## config.mk

```make
export PLATFORM = sky130hd
export DESIGN_NAME = seg7_scan_driver
export DESIGN_NICKNAME = d
export VERILOG_FILES = /design/src/rtl/seg7_scan_driver.sv
export SDC_FILE = /design/constraint.sdc
export NUM_CORES = 1
export LEC_CHECK = 0
export BUFFER_PORTS_ARGS = -buffer_cell sky130_fd_sc_hd__buf_2
export CAP_MARGIN = 10
export CORE_ASPECT_RATIO = 1.5
export CORE_MARGIN = 1
export CORE_UTILIZATION = 40
export CTS_CLUSTER_SIZE = 28
export DETAILED_ROUTE_END_ITERATION = 16
export PLACE_DENSITY = 0.6
export SLEW_MARGIN = 30
export SYNTH_ARGS = -nofsm -noshare
export SYNTH_HDL_FRONTEND = slang
export SYNTH_SLANG_ARGS = --single-unit
```

## constraint.sdc

```tcl
create_clock -name clk -period 4.92 [get_ports clk]
set_input_delay 0.984 -clock clk [delete_from_list [all_inputs] [get_ports clk]]
set_output_delay 0.984 -clock clk [all_outputs]
set_load 0.05 [all_outputs]
```

## src/rtl/seg7_scan_driver.sv

```systemverilog
// ---------------------------------------------------------------------------
// seg7_scan_driver
//
// Multiplexed 7-segment display driver. A packed bus of 4-bit digit codes is
// captured into a display register on a load strobe. One digit is scanned
// at a time, and each digit stays enabled for SCAN_DIV clock cycles. The
// segment pattern, decimal point and digit enable are registered together,
// so all three pins change on the same edge.
//
// Parameters
//   NUM_DIGITS  number of scanned digits (1..8)
//   SCAN_DIV    clock cycles each digit stays enabled (>= 1)
//   HEX_MODE    1: codes 10..15 show A,b,C,d,E,F   0: codes 10..15 blank
//   ACTIVE_LOW  1: seg_out, dp_out and digit_en are inverted at the pins
//
// Ports
//   clk        system clock, rising edge
//   rst_n      asynchronous active-low reset
//   load       capture strobe for digits_in / dp_in
//   digits_in  packed codes, digit 0 = bits [3:0] (rightmost)
//   dp_in      decimal point per digit
//   lz_blank   leading-zero blanking enable (live, not latched)
//   seg_out    segments ABCDEFG, A = bit 6, G = bit 0
//   dp_out     decimal point of the active digit
//   digit_en   one-hot active digit, bit i = digit i
// ---------------------------------------------------------------------------
module seg7_scan_driver #(
  parameter int NUM_DIGITS = 4,
  parameter int SCAN_DIV   = 1000,
  parameter bit HEX_MODE   = 1'b0,
  parameter bit ACTIVE_LOW = 1'b0
) (
  input  logic                    clk,
  input  logic                    rst_n,
  input  logic                    load,
  input  logic [4*NUM_DIGITS-1:0] digits_in,
  input  logic [NUM_DIGITS-1:0]   dp_in,
  input  logic                    lz_blank,
  output logic [6:0]              seg_out,
  output logic                    dp_out,
  output logic [NUM_DIGITS-1:0]   digit_en
);

  localparam int IdxW = (NUM_DIGITS > 1) ? $clog2(NUM_DIGITS) : 1;
  localparam int PreW = (SCAN_DIV > 1) ? $clog2(SCAN_DIV) : 1;
  localparam logic [IdxW-1:0] LastIdx = IdxW'(NUM_DIGITS - 1);
  localparam logic [PreW-1:0] LastPre = PreW'(SCAN_DIV - 1);

  logic [4*NUM_DIGITS-1:0] digits_q, digits_d;
  logic [NUM_DIGITS-1:0]   dpReg_q, dpReg_d;
  logic [PreW-1:0]         prescale_q, prescale_d;
  logic [IdxW-1:0]         idx_q, idx_d;
  logic [6:0]              seg_q, seg_d;
  logic                    dpOut_q, dpOut_d;
  logic [NUM_DIGITS-1:0]   digitEn_q, digitEn_d;

  logic [3:0] activeCode;
  logic       upperNonZero;
  logic       blankDigit;

  // Code to segment pattern (ABCDEFG, logical polarity).
  function automatic logic [6:0] glyph(input logic [3:0] code);
    logic [6:0] g;
    case (code)
      4'h0: g = 7'b1111110;
      4'h1: g = 7'b0110000;
      4'h2: g = 7'b1101101;
      4'h3: g = 7'b1111001;
      4'h4: g = 7'b0110011;
      4'h5: g = 7'b1011011;
      4'h6: g = 7'b1011111;
      4'h7: g = 7'b1110000;
      4'h8: g = 7'b1111111;
      4'h9: g = 7'b1111011;
      4'hA: g = HEX_MODE ? 7'b1110111 : 7'b0000000;
      4'hB: g = HEX_MODE ? 7'b0011111 : 7'b0000000;
      4'hC: g = HEX_MODE ? 7'b1001110 : 7'b0000000;
      4'hD: g = HEX_MODE ? 7'b0111101 : 7'b0000000;
      4'hE: g = HEX_MODE ? 7'b1001111 : 7'b0000000;
      default: g = HEX_MODE ? 7'b1000111 : 7'b0000000;
    endcase
    return g;
  endfunction

  // Display register capture and scan timing. When the prescaler wraps on the
  // same edge as a load, both take effect together, so the next output shows
  // the new data on the new digit.
  always_comb begin
    digits_d   = load ? digits_in : digits_q;
    dpReg_d    = load ? dp_in : dpReg_q;
    prescale_d = prescale_q + PreW'(1);
    idx_d      = idx_q;
    if (prescale_q == LastPre) begin
      prescale_d = '0;
      idx_d      = (idx_q == LastIdx) ? '0 : idx_q + IdxW'(1);
    end
  end

  // Leading-zero detection: the active digit is blanked when it and every
  // more significant digit hold code 0. Digit 0 always shows its glyph so a
  // value of zero still displays "0".
  always_comb begin
    activeCode   = digits_q[4*idx_q +: 4];
    upperNonZero = 1'b0;
    for (int i = 0; i < NUM_DIGITS; i++) begin
      if ((IdxW'(i) >= idx_q) && (digits_q[4*i +: 4] != 4'd0)) begin
        upperNonZero = 1'b1;
      end
    end
    blankDigit = lz_blank && (idx_q != '0) && !upperNonZero;
  end

  // Next output values, all derived from the pre-edge scan index.
  always_comb begin
    seg_d            = blankDigit ? 7'b0000000 : glyph(activeCode);
    dpOut_d          = dpReg_q[idx_q];
    digitEn_d        = '0;
    digitEn_d[idx_q] = 1'b1;
  end

  // All state, including the output register, clears asynchronously so a
  // reset mid-scan blanks the pins at once.
  always_ff @(posedge clk or negedge rst_n) begin
    if (!rst_n) begin
      digits_q   <= '0;
      dpReg_q    <= '0;
      prescale_q <= '0;
      idx_q      <= '0;
      seg_q      <= '0;
      dpOut_q    <= 1'b0;
      digitEn_q  <= '0;
    end else begin
      digits_q   <= digits_d;
      dpReg_q    <= dpReg_d;
      prescale_q <= prescale_d;
      idx_q      <= idx_d;
      seg_q      <= seg_d;
      dpOut_q    <= dpOut_d;
      digitEn_q  <= digitEn_d;
    end
  end

  // Pin polarity is applied after the register, so reset values invert too.
  assign seg_out  = seg_q ^ {7{ACTIVE_LOW}};
  assign dp_out   = dpOut_q ^ ACTIVE_LOW;
  assign digit_en = digitEn_q ^ {NUM_DIGITS{ACTIVE_LOW}};

endmodule

```

Word-level counts from Yosys, hierarchy flattened:

Memories as Yosys holds them, arrays and structs flattened.
Index checks and enable logic that the tools add are counted.
W data, S select, Z words.

* $add $sub $neg: 2
* $lt $le $gt $ge: 6
* equality and inequality tests: 2
* shifts and indexed selects: 1
* mux-type cells: 11
* reduce and logical (&&, ||, !) cells: 13

Operators by type and width (count)
* $reduce_bool A4 Y1: 4
* $shiftx A16 B5 Y4: 1
* $add A10 B1 Y10 const B: 1
* $eq A10 B10 Y1 const B: 1
* $mux W10: 1
* $logic_and A1 B1 Y1: 7
* $mux W7: 1
* $mux W1: 6
* $ge A1 B2 Y1 const A: 2
* $ge A2 B2 Y1 const A: 2
* $lt A2 B3 Y1 const B: 1
* $add A2 B1 Y2 const B: 1
* $bmux W1 S2: 1
* $demux W1 S2: 1
* $eq A2 B2 Y1 const B: 1
* $ge A2 B1 Y1 const B: 1
* $mux W2: 1
* $reduce_bool A2 Y1: 1
* $logic_not A1 Y1: 1

* bits in registers: 44
* bits in read-only memories: 112
* input bits: 24
* output and inout port bits: 12
* logic and storage cells: 43
* memories: 1

Memories
* (name not given): depth 16, bits a word 7, read ports 1, clocked after memory_dff 0, wr ports 0, line 64 `case (code)`

Logic depth before layout (Yosys ltp):

* depth in word-level cells: 9
* mapped depth: 8

Worst setup path after synthesis:

No wires, ideal clock.

* kind: input to register
* from: input port lz_blank
* to: register seg_q[1] (netlist: seg_out[1])
* library setup time: 0.135 ns
* arrival: 1.944 ns
* slack: 2.842 ns
* stages: 3
* cells stage by stage: or4b_1 -> o41ai_4 -> nor2_1

* cells in the longest elaborated chain, start to end: 3

Ends and longest elaborated chain
* from (decl): line 38 `input logic lz_blank,`
* $logic_and A1 B1 Y1 (2 in a row): line 110 `blankDigit = lz_blank && (idx_q != '0) && !upperNonZero;`
* $mux W7: line 115 `seg_d = blankDigit ? 7'b0000000 : glyph(activeCode);`
* named net seg_d[1]: line 53 `logic [6:0] seg_q, seg_d;`
* to (signal assigned): line 137 `seg_q <= seg_d;`
* to (decl): line 53

The timed path passes the listed nets, and every way through them passes these cells.
A chain may end at the register's enable or synchronous reset.

Final worst setup path:

* from: register idx_q[0]
* to: register seg_q[4] (netlist: seg_out[4])

* cells in the longest elaborated chain, start to end: 9

Ends and longest elaborated chain
* from (decl): line 52 `logic [IdxW-1:0] idx_q, idx_d;`
* from (signal assigned): line 136 `idx_q <= idx_d;`
* parallel branches: the longest is 8 deep, another holds $mem_v2 Z16 W7
* $mux W7 (*): line 115
* named net seg_d[4]: line 53

Mark *: on every way through the listed nets, which the timed path passes.

==> key figures <==
Logic synthesis
  • Synth area leader: dfrtp_1
  • Syn Nets: 191
  • Simple-gate share of the synthesized area: 0.09783
  • Most frequent cell after synthesis: dfrtp_1
  • Synth Area in XOR/XNOR: 0.02536
  • Synthesized instance count: 156
  • Post-synth top cells: dfrtp_1 (44), mux2_2 (20), nor2_1 (13), ha_1 (11), inv_1 (7)
  • Seq/Total Area, Yosys: 0.5314
  • Synth Area in Adders: 0.06643
  • Post-synth top flop: dfrtp_1
  • Top cells by area, synth: dfrtp_1 (53%), mux2_2 (11%), ha_1 (6.6%)
  • Yosys warns: 0
  • Post-synthesis cell area: 2072 um2
  • Async SR Flop Fraction: 1.000
  • Syn Area/Cell: 13.28 um2
  • Netlist cell types: 34
  • Area share of the largest cell type after synthesis: 0.5314
  • Yosys reg bits: 44
  • EDFF count, synth: 0
  • Mux share of post-synthesis cell area: 0.1860
  • Main combinational cell family by area after synthesis: multiplexers
  • Compound-cell area share of the yosys netlist: 0.05737

CTS
  • Root Buffer: clkbuf_8
  • H-tree Lvls: 2
  • Clk_lat worst skew: 0.29 ns
  • Clk pin slew, worst setup/hold paths: 0.08 ns
  • Num CTS Buffers: 5
  • Clock tree sinks: 44
  • Buffer depth of the longest clock path: 2
  • CTS tree: yes
  • Hold_buf cts: 0
  • # resized after CTS: 0
  • Post-CTS Setup Repair Bufs: 0

Worst hold path
  • Hold Path Sink: prescale_q[0]$_DFF_PN0_
  • Hold WC Path Type: reg -> reg
  • Cells on Worst Hold Path: 1
  • Hold path startpoint: prescale_q[0]$_DFF_PN0_

Power
  • Leak pwr: 0.001102 uW
  • Power Dens Cells: 320.5 nW/um2
  • Max rail drop VDD: 0.1562 mV

Floorplanning
  • Core area: 4887 um2
  • Die Ht: 90.15 um
  • Initial core utilization: 0.4240
  • Die ar.: 5478 um2
  • Row cnt: 31
  • # IOs: 36
  • Die width: 60.77 um

GRT
  • Largest net degree at the start of global routing: 45
  • First-pass GRT wire length: 6285 um
  • Overflow after GRT: 0
  • Vias in the first global route: 1404
  • GRT Util Overall: 0.1525
  • Antenna violations before repair: 0

STA
  • Final TNS setup: 0 ns
  • Slew Limit Fails: 0
  • Setup Viol. Count Final: 0
  • Min Tclk post-route: 2.254 ns
  • Slew headroom: 0.5784
  • Worst-margin pin slew: 0.6297 ns
  • Final Hold Vio Count: 0
  • Highest Clock Rate: 443.7 MHz
  • Post-Route Skew: 0.006516 ns
  • RSZ-0062 raised after global routing: no
  • Final period util: 0.4581

Setup path
  • Type of the worst setup path: reg -> reg
  • Worst Reg2Reg Path Length in Cells: 5
  • R2R Path Start: idx_q[0]$_DFFE_PN0N_
  • Worst Setup Start Kind: flop
  • Worst R2R Setup Slack: 2.67 ns
  • Critical path arrival: 2.42 ns
  • CP endpoint kind: flop
  • Reg2reg end: seg_out[4]$_DFF_PN0_
  • CP max FO: 10
  • Worst path required time: 5.08 ns

Routing
  • Routed WL: 3693 um
  • Avg WL per Cell: 14.26 um
  • Iter 0 DRT Violations: 30
  • Vias post-DR: 1313
  • DR DRC count: 0
  • Vias/cell: 5.069
  • Drt pass-1 iters: 4
  • ANT nets after route: 0

Cells and area
  • Ant diodes: 0
  • Share of cells above drive strength 1: 0.3679
  • Cell Count, Final, Fillers Out: 259
  • Layout net count: 227
  • Area grow syn2layout: 14.98%

Place
  • RD Place Congestion: 0.8089
  • # port buffers: 35
  • Inst Count DP: 251

Job
  • Maxcap violations: 0

Run status
  • Status: completed
[state kept, by name (all words and copies together) (netlist names)]
| signal | count |
|---|---|
| dpReg_q | 4 |
| seg_out | 7 |
| prescale_q | 10 |
| dp_out | 1 |
| idx_q | 2 |
| digits_q | 16 |
| digit_en | 4 |
[critical path, stage by stage (launching register included)]
cell     delay (ns)
dfrtp_1        0.61
inv_1          0.15
ha_1           0.23
or4b_1         0.54
o41ai_4        0.47
nor2_1         0.11
[per-stage QoR]
| step | power, uW | area (um2) | hold WS (ns) | utilization | worst slack [ns] |
|---|---|---|---|---|---|
| finish | 763.6 | 2382 | 0.4652 | 0.4875 | 2.666 |
| global placement | 541.2 | 2282 | 0.4469 | 0.4670 | 2.679 |
| detailed placement | 545.5 | 2287 | 0.4538 | 0.4680 | 2.605 |
| global route | 804.5 | 2382 | 0.4945 | 0.4875 | 2.469 |
| CTS | 774.1 | 2380 | 0.4653 | 0.4869 | 2.650 |
| floorplan | 507.2 | 2072 | 0.4329 | - | 2.842 |
[per-layer routing]
layer | up-vias | track usage | part of all wire | routed length, um
li1 | 619 | - | - | -
met1 | 656 | 0.1874 | 0.41 | 1499
met2 | 31 | 0.2491 | 0.55 | 2020
met3 | 7 | 0.03022 | 0.030 | 110
met4 | 0 | 0.07008 | 0.017 | 61
met5 | - | 0 | 0 | 0
[area by class of cell]
| cell class | instances | area (um2) |
|---|---|---|
| fillers | 464 | 2505 |
| flip-flops and latches | 44 | 1101 |
| multi-input cells | 99 | 902.1 |
| repair buffers | 35 | 177.7 |
| clock buffers | 6 | 82.58 |
| well taps | 66 | 82.58 |
| inverters | 7 | 26.28 |
| clock inverters | 2 | 10.01 |
[placed cells by master, fill, tap and decap left out, types with 3 or more instances in the layout]
cell and count:
ha_1 11, buf_2 34, inv_1 7, mux4_2 3
nand2_1 5, clkbuf_8 6, nor4_1 3, xnor2_1 4
dfrtp_1 44, mux2_2 20, nor3_1 4, nand3_1 3
o21ai_0 4, nor2_1 13, mux2i_1 4
[where the power goes]
part | switching [uW] | internal [uW]
clock | 115 | 112
sequential | 16.3 | 388
combinational | 82.2 | 49.5
total | 214 | 550
[cells by family after synthesis]
group	count (synthesis)
flip-flops	44
adder cells (fa/ha/maj)	11
multiplexers	29
buffers and inverters	13
XOR/XNOR	6
AND/OR/NAND/NOR	39
AO/OA/AOI/OAI	14
[worst max-delay path by stage]
| stage | depth (start not counted) | start | to | slack, ns |
|---|---|---|---|---|
| final | 5 | idx_q[0]$_DFFE_PN0N_ | seg_out[4]$_DFF_PN0_ | 2.67 |
| after global routing | 5 | idx_q[0]$_DFFE_PN0N_ | seg_out[4]$_DFF_PN0_ | 2.47 |
| after CTS | 5 | idx_q[0]$_DFFE_PN0N_ | seg_out[4]$_DFF_PN0_ | 2.65 |
| after detailed placement | 4 | lz_blank | seg_out[4]$_DFF_PN0_ | 2.61 |
| after global placement | 4 | lz_blank | seg_out[6]$_DFF_PN0_ | 2.68 |
| after floorplan | 3 | lz_blank | seg_out[1]$_DFF_PN0_ | 2.84 |
Note: power is estimated with default switching activity, not from simulation.
